## config.mk

```make
export PLATFORM = sky130hd
export DESIGN_NAME = ram_req_ctrl_flat
export DESIGN_NICKNAME = d
export VERILOG_FILES = /design/src/rtl/ram_ctrl_pkg.sv /design/src/rtl/ram_req_ctrl_if.sv /design/src/rtl/ram_clear_sequencer.sv /design/src/rtl/ram_req_ctrl.sv /design/src/flat_wrapper.sv
export SDC_FILE = /design/constraint.sdc
export NUM_CORES = 1
export LEC_CHECK = 0
export ABC_AREA = 1
export CORE_AREA = 2 2 92 94
export CTS_BUF_LIST = sky130_fd_sc_hd__clkbuf_4 sky130_fd_sc_hd__clkbuf_8
export CTS_CLUSTER_SIZE = 24
export DETAILED_ROUTE_END_ITERATION = 8
export DIE_AREA = 0 0 94 96
export PLACE_DENSITY_LB_ADDON = 0.15
export SYNTH_ARGS = -nofsm -noshare
export SYNTH_HDL_FRONTEND = slang
export SYNTH_SLANG_ARGS = --single-unit
export TNS_END_PERCENT = 10
```

## constraint.sdc

```tcl
create_clock -name clk_i -period 2 [get_ports clk_i]
set_clock_uncertainty 0.1 [all_clocks]
set_input_delay 0.3 -clock clk_i [delete_from_list [all_inputs] [get_ports clk_i]]
set_output_delay 0.3 -clock clk_i [all_outputs]
set_load 0.02 [all_outputs]
```

## src/rtl/ram_ctrl_pkg.sv

```systemverilog
// Shared types and constants for the RAM request controller and its clear sequencer.
package ram_ctrl_pkg;

  typedef enum logic [1:0] {
    IDLE      = 2'd0,
    READ_WAIT = 2'd1,
    RSP       = 2'd2,
    CLEAR     = 2'd3
  } state_e;

  localparam int DEF_ADDRESS_WIDTH = 5;
  localparam int DEF_DATA_WIDTH    = 32;
  localparam int DEF_MEMORY_DEPTH  = 32;
  localparam int DEF_READ_LATENCY  = 1;

  localparam int READ_LATENCY_MIN  = 1;
  localparam int READ_LATENCY_MAX  = 3;
  localparam int LAT_CNT_W         = $clog2(READ_LATENCY_MAX + 1);

  // Out-of-range latencies are clamped so the countdown never under- or overflows.
  function automatic logic [LAT_CNT_W-1:0] lat_load(input int lat);
    if (lat < READ_LATENCY_MIN) begin
      return LAT_CNT_W'(READ_LATENCY_MIN);
    end else if (lat > READ_LATENCY_MAX) begin
      return LAT_CNT_W'(READ_LATENCY_MAX);
    end else begin
      return LAT_CNT_W'(lat);
    end
  endfunction

endpackage

```

## src/rtl/ram_req_ctrl_if.sv

```systemverilog
// Host-side request/response channel of the RAM controller; suffixes are from the controller's view.
interface ram_req_ctrl_if #(
  parameter int ADDRESS_WIDTH = 5,
  parameter int DATA_WIDTH    = 32
);

  logic                     req_valid_i;
  logic                     req_ready_o;
  logic                     req_we_i;
  logic [ADDRESS_WIDTH-1:0] req_addr_i;
  logic [DATA_WIDTH-1:0]    req_wdata_i;
  logic                     rsp_valid_o;
  logic                     rsp_ready_i;
  logic [DATA_WIDTH-1:0]    rsp_rdata_o;

  modport master (
    output req_valid_i, req_we_i, req_addr_i, req_wdata_i, rsp_ready_i,
    input  req_ready_o, rsp_valid_o, rsp_rdata_o
  );

  modport slave (
    input  req_valid_i, req_we_i, req_addr_i, req_wdata_i, rsp_ready_i,
    output req_ready_o, rsp_valid_o, rsp_rdata_o
  );

endinterface

```

## src/rtl/ram_clear_sequencer.sv

```systemverilog
// Address counter for the zero-fill sweep: restarts at 0, steps once per cycle, parks at the last word.
module ram_clear_sequencer #(
  parameter int ADDRESS_WIDTH = 5,
  parameter int MEMORY_DEPTH  = 32
) (
  input  logic                     clk_i,
  input  logic                     rst_i,
  input  logic                     start_i,
  input  logic                     step_i,
  output logic [ADDRESS_WIDTH-1:0] addr_next_o,
  output logic                     last_o
);

  localparam logic [ADDRESS_WIDTH-1:0] LAST_ADDR = ADDRESS_WIDTH'(MEMORY_DEPTH - 1);

  logic [ADDRESS_WIDTH-1:0] addr_q;
  logic [ADDRESS_WIDTH-1:0] addr_d;

  always_comb begin
    addr_d = addr_q;
    if (start_i) begin
      addr_d = '0;
    end else if (step_i && (addr_q != LAST_ADDR)) begin
      addr_d = addr_q + 1'b1;
    end
  end

  always_ff @(posedge clk_i) begin
    if (rst_i) begin
      addr_q <= '0;
    end else begin
      addr_q <= addr_d;
    end
  end

  assign addr_next_o = addr_d;
  assign last_o      = (addr_q == LAST_ADDR);

endmodule

```

## src/rtl/ram_req_ctrl.sv

```systemverilog
// Host-to-RAM controller: single-cycle writes, fixed-latency reads with a held response, and a zero-fill clear.
module ram_req_ctrl
  import ram_ctrl_pkg::*;
#(
  parameter int ADDRESS_WIDTH = DEF_ADDRESS_WIDTH,
  parameter int DATA_WIDTH    = DEF_DATA_WIDTH,
  parameter int MEMORY_DEPTH  = DEF_MEMORY_DEPTH,
  parameter int READ_LATENCY  = DEF_READ_LATENCY
) (
  input  logic                     clk_i,
  input  logic                     rst_i,
  ram_req_ctrl_if.slave            host,
  input  logic                     clear_i,
  output logic                     busy_o,
  output logic                     mem_we_o,
  output logic [ADDRESS_WIDTH-1:0] mem_address_o,
  output logic [DATA_WIDTH-1:0]    mem_data_o,
  input  logic [DATA_WIDTH-1:0]    mem_data_i
);

  localparam logic [LAT_CNT_W-1:0] LAT_LOAD = lat_load(READ_LATENCY);

  state_e                   state_q, state_d;
  logic [LAT_CNT_W-1:0]     lat_cnt_q, lat_cnt_d;
  logic                     mem_we_q, mem_we_d;
  logic [ADDRESS_WIDTH-1:0] mem_address_q, mem_address_d;
  logic [DATA_WIDTH-1:0]    mem_data_q, mem_data_d;
  logic                     rsp_valid_q, rsp_valid_d;
  logic [DATA_WIDTH-1:0]    rsp_rdata_q, rsp_rdata_d;
  logic                     busy_q, busy_d;

  logic                     seq_start;
  logic                     seq_step;
  logic [ADDRESS_WIDTH-1:0] seq_addr_next;
  logic                     seq_last;

  ram_clear_sequencer #(
    .ADDRESS_WIDTH (ADDRESS_WIDTH),
    .MEMORY_DEPTH  (MEMORY_DEPTH)
  ) u_clear_seq (
    .clk_i       (clk_i),
    .rst_i       (rst_i),
    .start_i     (seq_start),
    .step_i      (seq_step),
    .addr_next_o (seq_addr_next),
    .last_o      (seq_last)
  );

  always_comb begin
    state_d       = state_q;
    lat_cnt_d     = lat_cnt_q;
    mem_we_d      = 1'b0;
    mem_address_d = mem_address_q;
    mem_data_d    = mem_data_q;
    rsp_valid_d   = rsp_valid_q;
    rsp_rdata_d   = rsp_rdata_q;
    seq_start     = 1'b0;
    seq_step      = 1'b0;

    case (state_q)
      IDLE: begin
        // A clear wins over a simultaneous request; the host keeps the request asserted.
        if (clear_i) begin
          state_d       = CLEAR;
          seq_start     = 1'b1;
          mem_we_d      = 1'b1;
          mem_address_d = seq_addr_next;
          mem_data_d    = '0;
        end else if (host.req_valid_i) begin
          mem_address_d = host.req_addr_i;
          if (host.req_we_i) begin
            mem_we_d   = 1'b1;
            mem_data_d = host.req_wdata_i;
          end else begin
            state_d   = READ_WAIT;
            lat_cnt_d = LAT_LOAD;
          end
        end
      end

      READ_WAIT: begin
        // The RAM output lags the address by READ_LATENCY; one extra cycle covers the address register.
        if (lat_cnt_q == '0) begin
          rsp_rdata_d = mem_data_i;
          rsp_valid_d = 1'b1;
          state_d     = RSP;
        end else begin
          lat_cnt_d = lat_cnt_q - 1'b1;
        end
      end

      RSP: begin
        if (host.rsp_ready_i) begin
          rsp_valid_d = 1'b0;
          state_d     = IDLE;
        end
      end

      CLEAR: begin
        if (seq_last) begin
          state_d = IDLE;
        end else begin
          seq_step      = 1'b1;
          mem_we_d      = 1'b1;
          mem_address_d = seq_addr_next;
          mem_data_d    = '0;
        end
      end

      default: begin
        state_d = IDLE;
      end
    endcase

    busy_d = (state_d != IDLE);
  end

  always_ff @(posedge clk_i) begin
    if (rst_i) begin
      state_q       <= IDLE;
      lat_cnt_q     <= '0;
      mem_we_q      <= 1'b0;
      mem_address_q <= '0;
      mem_data_q    <= '0;
      rsp_valid_q   <= 1'b0;
      rsp_rdata_q   <= '0;
      busy_q        <= 1'b0;
    end else begin
      state_q       <= state_d;
      lat_cnt_q     <= lat_cnt_d;
      mem_we_q      <= mem_we_d;
      mem_address_q <= mem_address_d;
      mem_data_q    <= mem_data_d;
      rsp_valid_q   <= rsp_valid_d;
      rsp_rdata_q   <= rsp_rdata_d;
      busy_q        <= busy_d;
    end
  end

  assign host.req_ready_o = (state_q == IDLE);
  assign host.rsp_valid_o = rsp_valid_q;
  assign host.rsp_rdata_o = rsp_rdata_q;
  assign busy_o           = busy_q;
  assign mem_we_o         = mem_we_q;
  assign mem_address_o    = mem_address_q;
  assign mem_data_o       = mem_data_q;

endmodule

```

## src/flat_wrapper.sv

```systemverilog
// flat-port wrapper written by rule: the top's interface ports become plain ports
module ram_req_ctrl_flat import ram_ctrl_pkg::*;
#(
  parameter int ADDRESS_WIDTH = DEF_ADDRESS_WIDTH,
  parameter int DATA_WIDTH    = DEF_DATA_WIDTH,
  parameter int MEMORY_DEPTH  = DEF_MEMORY_DEPTH,
  parameter int READ_LATENCY  = DEF_READ_LATENCY
)
  (clk_i, rst_i, clear_i, busy_o, mem_we_o, mem_address_o, mem_data_o, mem_data_i, host_req_valid_i, host_req_we_i, host_req_addr_i, host_req_wdata_i, host_rsp_ready_i, host_req_ready_o, host_rsp_valid_o, host_rsp_rdata_o);
  ram_req_ctrl_if #(.ADDRESS_WIDTH(ADDRESS_WIDTH), .DATA_WIDTH(DATA_WIDTH)) host_i ();
  input  logic clk_i;
  input  logic rst_i;
  input  logic clear_i;
  output logic busy_o;
  output logic mem_we_o;
  output logic [ADDRESS_WIDTH-1:0] mem_address_o;
  output logic [DATA_WIDTH-1:0] mem_data_o;
  input  logic [DATA_WIDTH-1:0] mem_data_i;
  input wire logic [$bits(host_i.req_valid_i)-1:0] host_req_valid_i;
  input wire logic [$bits(host_i.req_we_i)-1:0] host_req_we_i;
  input wire logic [$bits(host_i.req_addr_i)-1:0] host_req_addr_i;
  input wire logic [$bits(host_i.req_wdata_i)-1:0] host_req_wdata_i;
  input wire logic [$bits(host_i.rsp_ready_i)-1:0] host_rsp_ready_i;
  output wire logic [$bits(host_i.req_ready_o)-1:0] host_req_ready_o;
  output wire logic [$bits(host_i.rsp_valid_o)-1:0] host_rsp_valid_o;
  output wire logic [$bits(host_i.rsp_rdata_o)-1:0] host_rsp_rdata_o;
  assign host_i.req_valid_i = host_req_valid_i;
  assign host_i.req_we_i = host_req_we_i;
  assign host_i.req_addr_i = host_req_addr_i;
  assign host_i.req_wdata_i = host_req_wdata_i;
  assign host_i.rsp_ready_i = host_rsp_ready_i;
  assign host_req_ready_o = host_i.req_ready_o;
  assign host_rsp_valid_o = host_i.rsp_valid_o;
  assign host_rsp_rdata_o = host_i.rsp_rdata_o;
  ram_req_ctrl #(.ADDRESS_WIDTH(ADDRESS_WIDTH), .DATA_WIDTH(DATA_WIDTH), .MEMORY_DEPTH(MEMORY_DEPTH), .READ_LATENCY(READ_LATENCY)) u_core (.clk_i(clk_i), .rst_i(rst_i), .host(host_i), .clear_i(clear_i), .busy_o(busy_o), .mem_we_o(mem_we_o), .mem_address_o(mem_address_o), .mem_data_o(mem_data_o), .mem_data_i(mem_data_i));
endmodule
```

Word level (Yosys, flattened, before mapping)

Index checks and enable logic that the tools add are counted.

Word-level logic and storage cells: 71
Input port bits: 75
Flip-flop bits (word level): 81
Output and inout port bits: 73

Reduce and logical (&&, ||, !) cells: 12
Muxes and demuxes: 34
Equality and inequality tests: 14
Add/sub/neg operators: 2

Operators by type and width:

| operator              | number |
|---|---|
| $mux W32              | 4 |
| $pmux W32 S2          | 1 |
| $mux W5               | 5 |
| $mux W2               | 10 |
| $ne A2 B2 Y1 const B  | 6 |
| $pmux W5 S2           | 1 |
| $mux W1               | 9 |
| $pmux W2 S4           | 1 |
| $reduce_bool A2 Y1    | 4 |
| $ne A3 B3 Y1 const B  | 2 |
| $reduce_and A3 Y1     | 2 |
| $add A5 B1 Y5 const B | 1 |
| $eq A5 B5 Y1 const B  | 1 |
| $ne A5 B5 Y1 const B  | 1 |
| $reduce_and A5 Y1     | 1 |
| $eq A2 B2 Y1 const B  | 2 |
| $logic_not A2 Y1      | 2 |
| $pmux W1 S2           | 2 |
| $pmux W2 S2           | 1 |
| $reduce_and A4 Y1     | 1 |
| $eq A2 B1 Y1 const B  | 1 |
| $ne A2 B1 Y1 const B  | 1 |
| $reduce_and A2 Y1     | 1 |
| $sub A2 B1 Y2 const B | 1 |
| $logic_and A1 B1 Y1   | 1 |

Logic depth before layout (Yosys ltp)

Depth after elaboration: 8
Depth in mapped cells: 12
Mapped depth without buffers: 11

Hierarchy

Synthesis repeated with hierarchy kept, for this count alone.

Cells, all modules: 467
Area total of the unflattened synthesis: 3,580.9 sq um

Modules (own cells, without submodules):

| module              | area an instance (sq um) | sequential area each (sq um) | cells an instance | times used |
|---|---|---|---|---|
| ram_req_ctrl        | 3,260.6                  | 1,521.5                      | 427               | 1 |
| ram_clear_sequencer | 320.3                    | 100.1                        | 40                | 1 |

Least setup slack after synthesis

OpenSTA, ideal clock, no wires.

Path kind: register to register
Start: register u_core.u_clear_seq.addr_q[0]
End: register u_core.mem_data_q[10] (netlist: u_core.mem_data_o[10])
Period minus slack after synthesis: 1.743 ns
Required time: 1.757 ns
Cell stages (with the launch flop): 13
Library setup time: 0.143 ns
Arrival time: 1.499 ns
Buffers on the path: 1
Slack: 0.257 ns
Path through: dfxtp_1 -> ha_1 -> inv_1 -> nor3_1 -> ha_1 -> inv_1 -> nand2_2 -> o21ai_2 -> nand2_2 -> clkinv_4 -> buf_8 -> nand3_2 -> a21oi_2

Longest elaborated chain between the ends: 3

RTL lines:

| element                     | RTL line                  | source |
|---|---|---|
| start: declaration          | ram_clear_sequencer.sv:16 | `logic [ADDRESS_WIDTH-1:0] addr_q;` |
| start signal: assignment    | ram_clear_sequencer.sv:32 | `addr_q <= addr_d;` |
| $eq A5 B5 Y1                | ram_clear_sequencer.sv:37 | `assign last_o = (addr_q == LAST_ADDR);` |
| $ne A2 B2 Y1 (no line)      | --                        |  |
| $reduce_and A4 Y1 (no line) | --                        |  |
| end signal: assignment      | ram_req_ctrl.sv:133       | `mem_data_q <= mem_data_d;` |
| end: declaration            | ram_req_ctrl.sv:27        | `logic [DATA_WIDTH-1:0] mem_data_q, mem_data_d;` |

Every way passes these cells.
A chain may end at the register's enable or synchronous reset.

Worst setup path in the final report

Start: register u_core.state_q[0]
End: output port host_req_ready_o

Longest elaborated chain between the ends: 1

RTL lines:

| element                  | RTL line            | source |
|---|---|---|
| start: declaration       | ram_req_ctrl.sv:23  | `state_e state_q, state_d;` |
| start signal: assignment | ram_req_ctrl.sv:129 | `state_q <= state_d;` |
| $logic_not A2 Y1         | ram_req_ctrl.sv:140 | `assign host.req_ready_o = (state_q == IDLE);` |
| end: declaration         | flat_wrapper.sv:24  | `output wire logic [$bits(host_i.req_ready_o)-1:0] host_req_ready_o;` |

Every way passes these cells.

==> results.toml <==
[grt]
globalRouteTotalUtil = 0.195
first_pass_grt_wire_length_mm = 14.0
grt_antenna_before_repair = 0
grt_remaining_overflow = 0
first_global_vias = 3054
grt_max_degree = 41

[clock_network]
worstSkewPairLatency_ps = 350
cts-buffers-inserted = 9
clock_sinks = 81
clk_pin_slew_ps = 90
hold_buffers = 0
cts_tree = "done"
cts.root.buffer_cell = "sky130_fd_sc_hd__clkbuf_8"
h-tree-depth = 3
cts.path.max_buffers = 2

[placed_design]
dp_hpwl_mm = 6.25
globalplace.congestion = 0.850
preCtsSetupSlack_ps = -51.4
buffer_ports.inserted = 147
placed_cell_area_um2 = 5030

[timing]
max-slew-margin-rel = 0.593
max_slew.worst_pin.slew_ps = 610
final_hold_violations = 0
maxSlewViolCount = 0
report.final.setup_viol = 0
worst_hold_slack_ps = 376
setup_ws_ps = 113
totalNegativeSetupSlack_ps = 0
final_min_period_over_clock_period = 0.944
max_freq_ghz = 0.530
final_period_minus_worst_setup_slack_ps = 1890

[setup_path]
cp_max_fo = 6
setup.worst_path.class = "reg2out"
worst-endpoint-required_ps = 1600
worstReg2RegStart = "u_core.u_clear_seq.addr_q[0]"
end_kind = "primary output"
setup.worst_path.start = "u_core.state_q[0]"
cp-start-kind = "flop"
worstPathArrival_ps = 1490

[synthesis]
synth.net_count = 498
synthesis.yosys.warnings = 0
synth_largest_type_area_fraction = 0.468
synth_area_leader_cell = "sky130_fd_sc_hd__dfxtp_1"
synthDistinctLibCells = 23
synthesis.area_um2 = 3460
postSynth.asyncResetShare = 0
synth.top_cells.by_area = "sky130_fd_sc_hd__dfxtp_1 47%, sky130_fd_sc_hd__nand3_2 8.7%, sky130_fd_sc_hd__nor2_1 8.7%"
synthMostInstantiatedCell = "sky130_fd_sc_hd__dfxtp_1"
yosys-top-cells-count = "81 x sky130_fd_sc_hd__dfxtp_1, 80 x sky130_fd_sc_hd__nor2_1, 53 x sky130_fd_sc_hd__nand2_1, 47 x sky130_fd_sc_hd__o21ai_0"
syn-instance-count = 415
avgSynthCellArea_um2 = 8.35
ys_seq_area_frac = 0.468
yosys_most_used_dff = "sky130_fd_sc_hd__dfxtp_1"
edff_count_synth = 0
synth.ff_latch_count = 81

[routing]
drt_pre_antenna_iters = 4
dr.first_iter.drc_count = 84
antenna_viol_nets_final = 0
detail_route.wirelength_mm = 9.30
detail_route.vias_per_cell = 4.83
num_vias = 3250
drt_drc_violations_left = 0
routedWlPerCell_um = 13.8

[die]
die_width_um = 94
boundaryPins = 148
rows = 33
die_h_um = 96
initial_core_util = 0.430
die_area_um2 = 9020
placeableCoreArea_um2 = 8050

[cells_and_area]
diodes = 0
area.growth.synth_to_final_pct = 54.4
drive_gt1_frac = 0.187
final_core_util = 0.664
final_area_um2 = 5350
finalNetCount = 646

[worst_hold_path]
hp-class = "reg2reg"
worstHoldStart = "u_core.mem_data_o[1]"

[power_and_ir_drop]
power.density_nw_per_um2 = 1010
worst_ir_drop_vdd_uv = 638
static-leakage-power_nw = 1.97

[job]
max_cap_violations = 0

[outcome]
outcome = "complete, no violations"
==> placed cells by master (no fill, tap or decap), types with 2 or more instances in the layout <==
cell                                n
sky130_fd_sc_hd__clkdlybuf4s50_1  145
sky130_fd_sc_hd__nor4_1             2
sky130_fd_sc_hd__clkbuf_16          2
sky130_fd_sc_hd__nand4_1            3
sky130_fd_sc_hd__ha_1               7
sky130_fd_sc_hd__o21ai_2            2
sky130_fd_sc_hd__clkinvlp_4         2
sky130_fd_sc_hd__inv_1             19
sky130_fd_sc_hd__nor3_1             3
sky130_fd_sc_hd__buf_4              8
sky130_fd_sc_hd__dfxtp_1           79
sky130_fd_sc_hd__a21oi_2           30
sky130_fd_sc_hd__dfxtp_2            2
sky130_fd_sc_hd__buf_12             3
sky130_fd_sc_hd__a21oi_1           15
sky130_fd_sc_hd__o21ai_0           47
sky130_fd_sc_hd__nor3_2             3
sky130_fd_sc_hd__clkbuf_8           9
sky130_fd_sc_hd__nand2_1           53
sky130_fd_sc_hd__nand3_2           30
sky130_fd_sc_hd__nor2_1            79
sky130_fd_sc_hd__inv_6              3
sky130_fd_sc_hd__nand3_1            8
==> layer usage <==
metal  wire [µm]  up-vias  track usage
li1            -     1662            -
met1        4200     1461        0.248
met2        4300      116        0.323
met3         692       11       0.0501
met4         112        0       0.0652
met5           0        -            0
==> flip-flops by register name, summed over array words and instances, names as in the netlist <==
| register | flops |
|---|---|
| u_core.u_clear_seq.addr_q | 5 |
| u_core.mem_address_o | 5 |
| u_core.lat_cnt_q | 2 |
| u_core.mem_data_o | 32 |
| u_core.mem_we_o | 1 |
| u_core.busy_o | 1 |
| u_core.host.rsp_rdata_o | 32 |
| u_core.host.rsp_valid_o | 1 |
| u_core.state_q | 2 |
==> worst max-delay path, cell delays in order, from the launching register on <==
cell and delay (ps):
sky130_fd_sc_hd__dfxtp_1 400, sky130_fd_sc_hd__inv_1 100, sky130_fd_sc_hd__ha_1 280, sky130_fd_sc_hd__dlygate4sd2_1 350
==> logic make-up after synthesis <==
| kind of cell | count (synthesis) | share of synthesized area |
|---|---|---|
| AOI/OAI and AO/OA | 95 | 0.173 |
| DFF | 81 | 0.468 |
| buffers and inverters | 46 | 0.0647 |
| adders and majority gates | 8 | 0.0289 |
| and+or+nand+nor | 185 | 0.266 |
==> through the flow <==
| stage | instances | power, mW |
|---|---|---|
| 5_1_grt | 673 | 5.69 |
| 3_5_place_dp | 652 | 4.04 |
| 3_3_place_gp | 652 | 4.00 |
| 2_1_floorplan | 415 | 3.25 |
| 6_report | 673 | 5.38 |
| 4_1_cts | 668 | 5.26 |
==> layout make-up <==
class / instances / area [µm²]
fill: 714 / 2710
multi-input combinational: 288 / 1650
timing repair buffer: 160 / 1640
sequential: 81 / 1620
clock buffer: 10 / 131
tap: 105 / 131
inverter: 21 / 91.3
clock inverter: 6 / 67.6
timing repair inverter: 2 / 17.5
==> path summary, 6_finish.rpt <==
check	endpoint	slack [ps]	cells after the start
hold reg to reg	u_core.mem_data_o[1]	380	2
setup reg to reg	u_core.mem_data_o[23]	120	11
setup / recovery	host_req_ready_o	110	3
hold / removal	u_core.mem_data_o[1]	380	2
==> timing repair <==
action / CTS / global route
setup endpoints to repair: 33 / 35
pin swaps: 0 / 1
resized for setup: 3 / 9
cloned: 0 / 4
setup buffers: 0 / 1
==> power by group <==
group / switching [mW] / internal [mW] / total [mW]
clock network: 0.604 / 0.595 / 1.20
logic: 1.20 / 0.968 / 2.17
registers: 0.131 / 1.87 / 2.01
total: 1.94 / 3.44 / 5.38
Note: power is estimated with default switching activity, not from simulation.
